**src/rtl/serial_sub_pkg.sv**
```systemverilog
// Shared types for the bit-serial subtractor: FSM state encoding and counter sizing.
// Optional borrow-in chaining is enabled by SERIAL_SUB_BORROW_IN_EN.
package serial_sub_pkg;

  typedef enum logic [1:0] {
    IDLE = 2'd0,
    BUSY = 2'd1,
    DONE = 2'd2
  } state_e;

  // Bit counter must hold 0..WIDTH so it never wraps inside one operation.
  function automatic int unsigned cnt_width(input int unsigned width);
    return $clog2(width + 1);
  endfunction

endpackage

```
**src/rtl/serial_subtractor_if.sv**
```systemverilog
// Operand/result handshake bundle for serial_subtractor.
// borrow_in is present only when SERIAL_SUB_BORROW_IN_EN is defined.
interface serial_subtractor_if #(
  parameter int unsigned WIDTH = 3
);

  logic             in_valid;
  logic             in_ready;
  logic [WIDTH-1:0] a;
  logic [WIDTH-1:0] b;
  logic             out_valid;
  logic             out_ready;
  logic [WIDTH-1:0] diff;
  logic             borrow_out;
`ifdef SERIAL_SUB_BORROW_IN_EN
  logic             borrow_in;

  modport master (
    output in_valid, a, b, borrow_in, out_ready,
    input  in_ready, out_valid, diff, borrow_out
  );

  modport slave (
    input  in_valid, a, b, borrow_in, out_ready,
    output in_ready, out_valid, diff, borrow_out
  );
`else
  modport master (
    output in_valid, a, b, out_ready,
    input  in_ready, out_valid, diff, borrow_out
  );

  modport slave (
    input  in_valid, a, b, out_ready,
    output in_ready, out_valid, diff, borrow_out
  );
`endif

endinterface

```
**src/rtl/serial_subtractor_full_subtractor.sv**
```systemverilog
// One-bit full subtractor: d = a - b - bin, bout set when the bit borrows.
module full_subtractor (
  input  logic a,
  input  logic b,
  input  logic bin,
  output logic d,
  output logic bout
);

  logic a_xor_b;

  assign a_xor_b = a ^ b;
  assign d       = a_xor_b ^ bin;
  assign bout    = (~a & b) | (~a_xor_b & bin);

endmodule

```
**src/rtl/serial_subtractor.sv**
```systemverilog
// Bit-serial LSB-first subtractor: diff = a - b (mod 2^WIDTH) over WIDTH cycles.
// Define SERIAL_SUB_BORROW_IN_EN to seed the borrow from bus.borrow_in for chaining.
module serial_subtractor
  import serial_sub_pkg::*;
#(
  parameter int unsigned WIDTH = 3
) (
  input  logic                clk,
  input  logic                rst_n,
  serial_subtractor_if.slave  bus
);

  localparam int unsigned CNT_W = cnt_width(WIDTH);

  state_e           state;
  state_e           state_next;

  logic [WIDTH-1:0] a_sr;
  logic [WIDTH-1:0] b_sr;
  logic [WIDTH-1:0] diff_sr;
  logic [WIDTH-1:0] diff_shift_c;
  logic [CNT_W-1:0] cnt;
  logic             br;

  logic [WIDTH-1:0] diff_q;
  logic             borrow_q;
  logic             in_ready_q;
  logic             out_valid_q;

  logic             accept_c;
  logic             shift_c;
  logic             last_c;
  logic             seed_c;
  logic             d_c;
  logic             bout_c;

`ifdef SERIAL_SUB_BORROW_IN_EN
  assign seed_c = bus.borrow_in;
`else
  assign seed_c = 1'b0;
`endif

  full_subtractor u_full_subtractor (
    .a    (a_sr[0]),
    .b    (b_sr[0]),
    .bin  (br),
    .d    (d_c),
    .bout (bout_c)
  );

  // New difference bit enters from the MSB side so the word is aligned after WIDTH shifts.
  assign diff_shift_c = WIDTH'({d_c, diff_sr} >> 1);

  always_ff @(posedge clk or negedge rst_n) begin
    if (!rst_n) begin
      state <= IDLE;
    end else begin
      state <= state_next;
    end
  end

  always_comb begin
    state_next = state;
    accept_c   = 1'b0;
    shift_c    = 1'b0;
    last_c     = 1'b0;
    case (state)
      IDLE: begin
        if (bus.in_valid && in_ready_q) begin
          accept_c   = 1'b1;
          state_next = BUSY;
        end
      end
      BUSY: begin
        shift_c = 1'b1;
        if (cnt == CNT_W'(WIDTH - 1)) begin
          last_c     = 1'b1;
          state_next = DONE;
        end
      end
      DONE: begin
        if (out_valid_q && bus.out_ready) begin
          state_next = IDLE;
        end
      end
      default: begin
        state_next = IDLE;
      end
    endcase
  end

  // Serial datapath: operand shift registers, partial difference, borrow and bit counter.
  always_ff @(posedge clk or negedge rst_n) begin
    if (!rst_n) begin
      a_sr    <= '0;
      b_sr    <= '0;
      diff_sr <= '0;
      cnt     <= '0;
      br      <= 1'b0;
    end else if (accept_c) begin
      a_sr    <= bus.a;
      b_sr    <= bus.b;
      diff_sr <= '0;
      cnt     <= '0;
      br      <= seed_c;
    end else if (shift_c) begin
      a_sr    <= a_sr >> 1;
      b_sr    <= b_sr >> 1;
      diff_sr <= diff_shift_c;
      cnt     <= cnt + CNT_W'(1);
      br      <= bout_c;
    end
  end

  // Result registers load only on the final bit, so they hold through DONE and the following IDLE.
  always_ff @(posedge clk or negedge rst_n) begin
    if (!rst_n) begin
      diff_q   <= '0;
      borrow_q <= 1'b0;
    end else if (last_c) begin
      diff_q   <= diff_shift_c;
      borrow_q <= bout_c;
    end
  end

  // Handshake flags track the upcoming state so they are registered yet cycle-aligned with it.
  always_ff @(posedge clk or negedge rst_n) begin
    if (!rst_n) begin
      in_ready_q  <= 1'b1;
      out_valid_q <= 1'b0;
    end else begin
      in_ready_q  <= (state_next == IDLE);
      out_valid_q <= (state_next == DONE);
    end
  end

  assign bus.in_ready   = in_ready_q;
  assign bus.out_valid  = out_valid_q;
  assign bus.diff       = diff_q;
  assign bus.borrow_out = borrow_q;

endmodule

```
**src/flat_wrapper.sv**
```systemverilog
// flat-port wrapper written by rule: the top's interface ports become plain ports
module serial_subtractor_flat import serial_sub_pkg::*;
#(
  parameter int unsigned WIDTH = 3
)
  (clk, rst_n, bus_in_valid, bus_a, bus_b, bus_out_ready, bus_in_ready, bus_out_valid, bus_diff, bus_borrow_out);
  serial_subtractor_if #(.WIDTH(WIDTH)) bus_i ();
  input  logic clk;
  input  logic rst_n;
  input wire logic [$bits(bus_i.in_valid)-1:0] bus_in_valid;
  input wire logic [$bits(bus_i.a)-1:0] bus_a;
  input wire logic [$bits(bus_i.b)-1:0] bus_b;
  input wire logic [$bits(bus_i.out_ready)-1:0] bus_out_ready;
  output wire logic [$bits(bus_i.in_ready)-1:0] bus_in_ready;
  output wire logic [$bits(bus_i.out_valid)-1:0] bus_out_valid;
  output wire logic [$bits(bus_i.diff)-1:0] bus_diff;
  output wire logic [$bits(bus_i.borrow_out)-1:0] bus_borrow_out;
  assign bus_i.in_valid = bus_in_valid;
  assign bus_i.a = bus_a;
  assign bus_i.b = bus_b;
  assign bus_i.out_ready = bus_out_ready;
  assign bus_in_ready = bus_i.in_ready;
  assign bus_out_valid = bus_i.out_valid;
  assign bus_diff = bus_i.diff;
  assign bus_borrow_out = bus_i.borrow_out;
  serial_subtractor #(.WIDTH(WIDTH)) u_core (.clk(clk), .rst_n(rst_n), .bus(bus_i));
endmodule
```
**config.mk**
```make
export PLATFORM = sky130hd
export DESIGN_NAME = serial_subtractor_flat
export DESIGN_NICKNAME = d
export VERILOG_FILES = /design/src/rtl/serial_sub_pkg.sv /design/src/rtl/serial_subtractor_if.sv /design/src/rtl/serial_subtractor_full_subtractor.sv /design/src/rtl/serial_subtractor.sv /design/src/flat_wrapper.sv
export SDC_FILE = /design/constraint.sdc
export NUM_CORES = 1
export LEC_CHECK = 0
export BUFFER_PORTS_ARGS = -buffer_cell sky130_fd_sc_hd__buf_2
export CORE_MARGIN = 2
export CORE_UTILIZATION = 55
export DETAILED_ROUTE_END_ITERATION = 12
export PLACE_DENSITY = 0.8
export SLEW_MARGIN = 15
export SYNTH_ARGS = -nofsm -noshare
export SYNTH_HDL_FRONTEND = slang
export SYNTH_SLANG_ARGS = --single-unit
```
**constraint.sdc**
```tcl
create_clock -name clk -period 2.1 [get_ports clk]
set_input_delay 0.315 -clock clk [delete_from_list [all_inputs] [get_ports clk]]
set_output_delay 0.315 -clock clk [all_outputs]
set_load 0.01 [all_outputs]
```
==> impl_metrics.json <==
{
  "cts_root_buf": "clkbuf_4",
  "worstSetupPathType": "reg -> reg",
  "ys.warnings.count": 0,
  "rsz0062_at_grt": "no",
  "drcViolationCount": 0,
  "yosys.cell_types.count": 23,
  "reg2regPathDepth": 3,
  "synthesis.nets": 86,
  "crit_cells": 3,
  "drv_cap": 0,
  "insertion_delay_ps": 290,
  "crit_fanout": 14,
  "port_buffers": 15,
  "critPathLaunch": "u_core.bus.in_ready",
  "hold_viol": 0,
  "final_core_util_pct": 68.9,
  "r2r_end": "u_core.br",
  "hold_depth": 3,
  "cts.clk_slew.worst_paths_ps": 100,
  "yosysSeqAreaShare_pct": 59.3,
  "cpLargestDelayFamily": "simple AND/OR/NAND/NOR gates",
  "track_usage_pct": 17.0,
  "core_area_sq_mm": 0.00133,
  "fill_cells": 100,
  "netlist_instances": 74,
  "synthToLayoutAreaGrowth_pct": 14.3,
  "slew-limit-headroom_pct": 63.1,
  "cts_max_path_buffers": 2,
  "grt_pass1_wl_mm": 2.31,
  "power.share.clock_pct": 13.0,
  "crit_slowest_cell": "dfstp_2",
  "layout_common_cells": "18 x dfrtp_1, 17 x nand2_1, 15 x buf_2",
  "antenna_found_initial": 0,
  "max_freq_ghz": 0.676,
  "wl_per_cell_microns": 12.5,
  "cts_resized": 0,
  "via_per_inst": 5.67,
  "path_buf_inv": 0,
  "cts_sinks": 19,
  "cts_buffers": 3,
  "cpPeakStageDelay_ps": 550,
  "num_vias": 601,
  "seqPwrFrac_pct": 47.2,
  "arrival_ps": 1650,
  "worstPathRequired_ps": 2270,
  "grt_pass1_vias": 555,
  "finalClockSkew_ps": 1.26,
  "ant_nets": 0,
  "p_sw_share_pct": 36.8,
  "cp-end-kind": "register",
  "powerDensity_mw_per_mm2": 1480,
  "start_util_pct": 60.2,
  "dr.pass1.iters": 4,
  "hold_class": "in -> reg",
  "setup_viol": 0,
  "diodes": 0,
  "power_leakage_uw": 0.000470,
  "fin_crit_sh_pct": 70.5,
  "place.gp.congestion": 0.723,
  "power_frac_comb_pct": 39.8,
  "row_count": 13,
  "whs_ps": 209,
  "finalPower_uw": 1360,
  "finalMaxSlewViolations": 0,
  "setup_tns_ps": 0,
  "first_iter_violations": 11,
  "fp.dieH_microns": 42.2,
  "rrSetupSlack_ps": 620,
  "period_minus_slack_ps": 1480,
  "cts_tree": "built",
  "critPathLaunchType": "register",
  "switching_power_uw": 500,
  "htreeDepth": 1,
  "cts_setup_buffers": 0,
  "die_x_microns": 42.2,
  "crit_path_end": "u_core.br",
  "ir_worst_vdd_uv": 659,
  "r2r-start": "u_core.bus.in_ready",
  "synth_area_per_cell_sq_um": 10.9,
  "grt_max_degree": 20,
  "wirelength_mm": 1.33,
  "internal_power_uw": 859,
  "worst_pin_slew_ps": 551,
  "yosys_register_bits": 19,
  "critical_path.cell_chain": "nand4bb_1 -> nand3_1 -> o21ai_0",
  "syn-cell-area_sq_um": 803,
  "io_pins": 16,
  "status": "complete, no violations",
  "nets": 104,
  "final_common_cell": "dfrtp_1",
  "drive_above_1_share_pct": 25.3,
  "die_area_sq_mm": 0.00178,
  "gr-total-overflow": 0
}
-- repair_timing --
item                                   CTS  global route
hold buffers                             1             0
endpoints found under the hold margin   18             0
setup endpoints to repair                0             0
-- cell type report --
cell class,count,area (sq um),area share [%]
clock buffer,4,26.3,2.86
inverter,3,11.3,1.23
multi-input combinational,49,300,32.7
sequential,19,477,51.9
tap,15,18.8,2.04
timing repair buffer,16,85.1,9.26
-- cell families after synthesis --
kind of cell | count (synthesis) | share of synthesized area, %
flip-flops | 19 | 59.3
AND/OR/NAND/NOR | 35 | 22.3
adder cells (fa/ha/maj) | 2 | 4.05
multiplexers | 3 | 4.21
buffers and inverters | 6 | 3.27
AO/OA/AOI/OAI | 9 | 6.85
-- flip-flops by register name, indices dropped and copies added, names as in the netlist --
| register | flops |
|---|---|
| u_core.br | 1 |
| u_core.cnt | 2 |
| u_core.diff_sr | 2 |
| u_core.bus.out_valid | 1 |
| u_core.b_sr | 3 |
| u_core.state | 2 |
| u_core.a_sr | 3 |
| u_core.bus.diff | 3 |
| u_core.bus.borrow_out | 1 |
| u_core.bus.in_ready | 1 |
-- worst min path at each step --
stage	slack, ps	start	to
2_1_floorplan	20	rst_n	u_core.a_sr[0]
6_report	210	bus_b[2]	u_core.b_sr[2]
3_5_place_dp	270	rst_n	u_core.bus.out_valid
3_3_place_gp	270	rst_n	u_core.bus.out_valid
4_1_cts	210	bus_b[2]	u_core.b_sr[2]
5_1_grt	220	bus_b[2]	u_core.b_sr[2]
-- Yosys cell counts (all sizes together) --
| cell | n | area share [%] |
|---|---|---|
| nor3 | 1 | 0.62 |
| buf | 2 | 1.2 |
| o21ai | 5 | 3.1 |
| a221o | 1 | 1.2 |
| nor2 | 2 | 0.93 |
| clkbuf | 1 | 0.62 |
| fa | 1 | 2.5 |
| nand4bb | 1 | 1.4 |
| inv | 3 | 1.4 |
| dfstp | 1 | 3.3 |
| mux2 | 3 | 4.2 |
| nand2 | 17 | 7.9 |
| nand3 | 8 | 5.0 |
| and3 | 1 | 0.78 |
| a22oi | 1 | 0.93 |
| nand2b | 1 | 0.78 |
| ha | 1 | 1.6 |
| a31oi | 2 | 1.6 |
| dfrtp | 18 | 56 |
| and2b | 1 | 0.93 |
| and4bb | 1 | 2.0 |
| nand3b | 2 | 1.9 |
-- metal layers --
layer | part of all wire, % | vias to the layer above | wire [microns] | GRT usage, %
met5 | 0 | - | 0 | 0
met4 | 1.1 | 0 | 14 | 7.50
met3 | 4.9 | 2 | 65 | 2.59
met2 | 50 | 16 | 662 | 27.7
met1 | 44 | 292 | 583 | 22.5
li1 | - | 291 | - | -
-- worst reg2reg max path, delay by kind of cell (launching register included) --
kind               cells  cell delay (ps)
AOI/OAI and AO/OA      1              100
DFF                    1              550
and+or+nand+nor        2              700
-- metrics by stage --
stage | worst slack, ps | std cells | instance area, sq um
5_1_grt | 493 | 106 | 918
3_3_place_gp | 687 | 101 | 882
2_1_floorplan | 860 | 74 | 803
4_1_cts | 621 | 106 | 918
6_report | 620 | 106 | 918
3_5_place_dp | 633 | 101 | 882
-- power groups by stage --
stage          registers (uW)  clock network [uW]  logic (uW)
5_1_grt                   667                 199         608
2_1_floorplan             656                   0         391
4_1_cts                   643                 182         549
3_5_place_dp              651                   0         543
3_3_place_gp              642                   0         529
6_report                  642                 176         541
(Power assumes the default switching activity.)
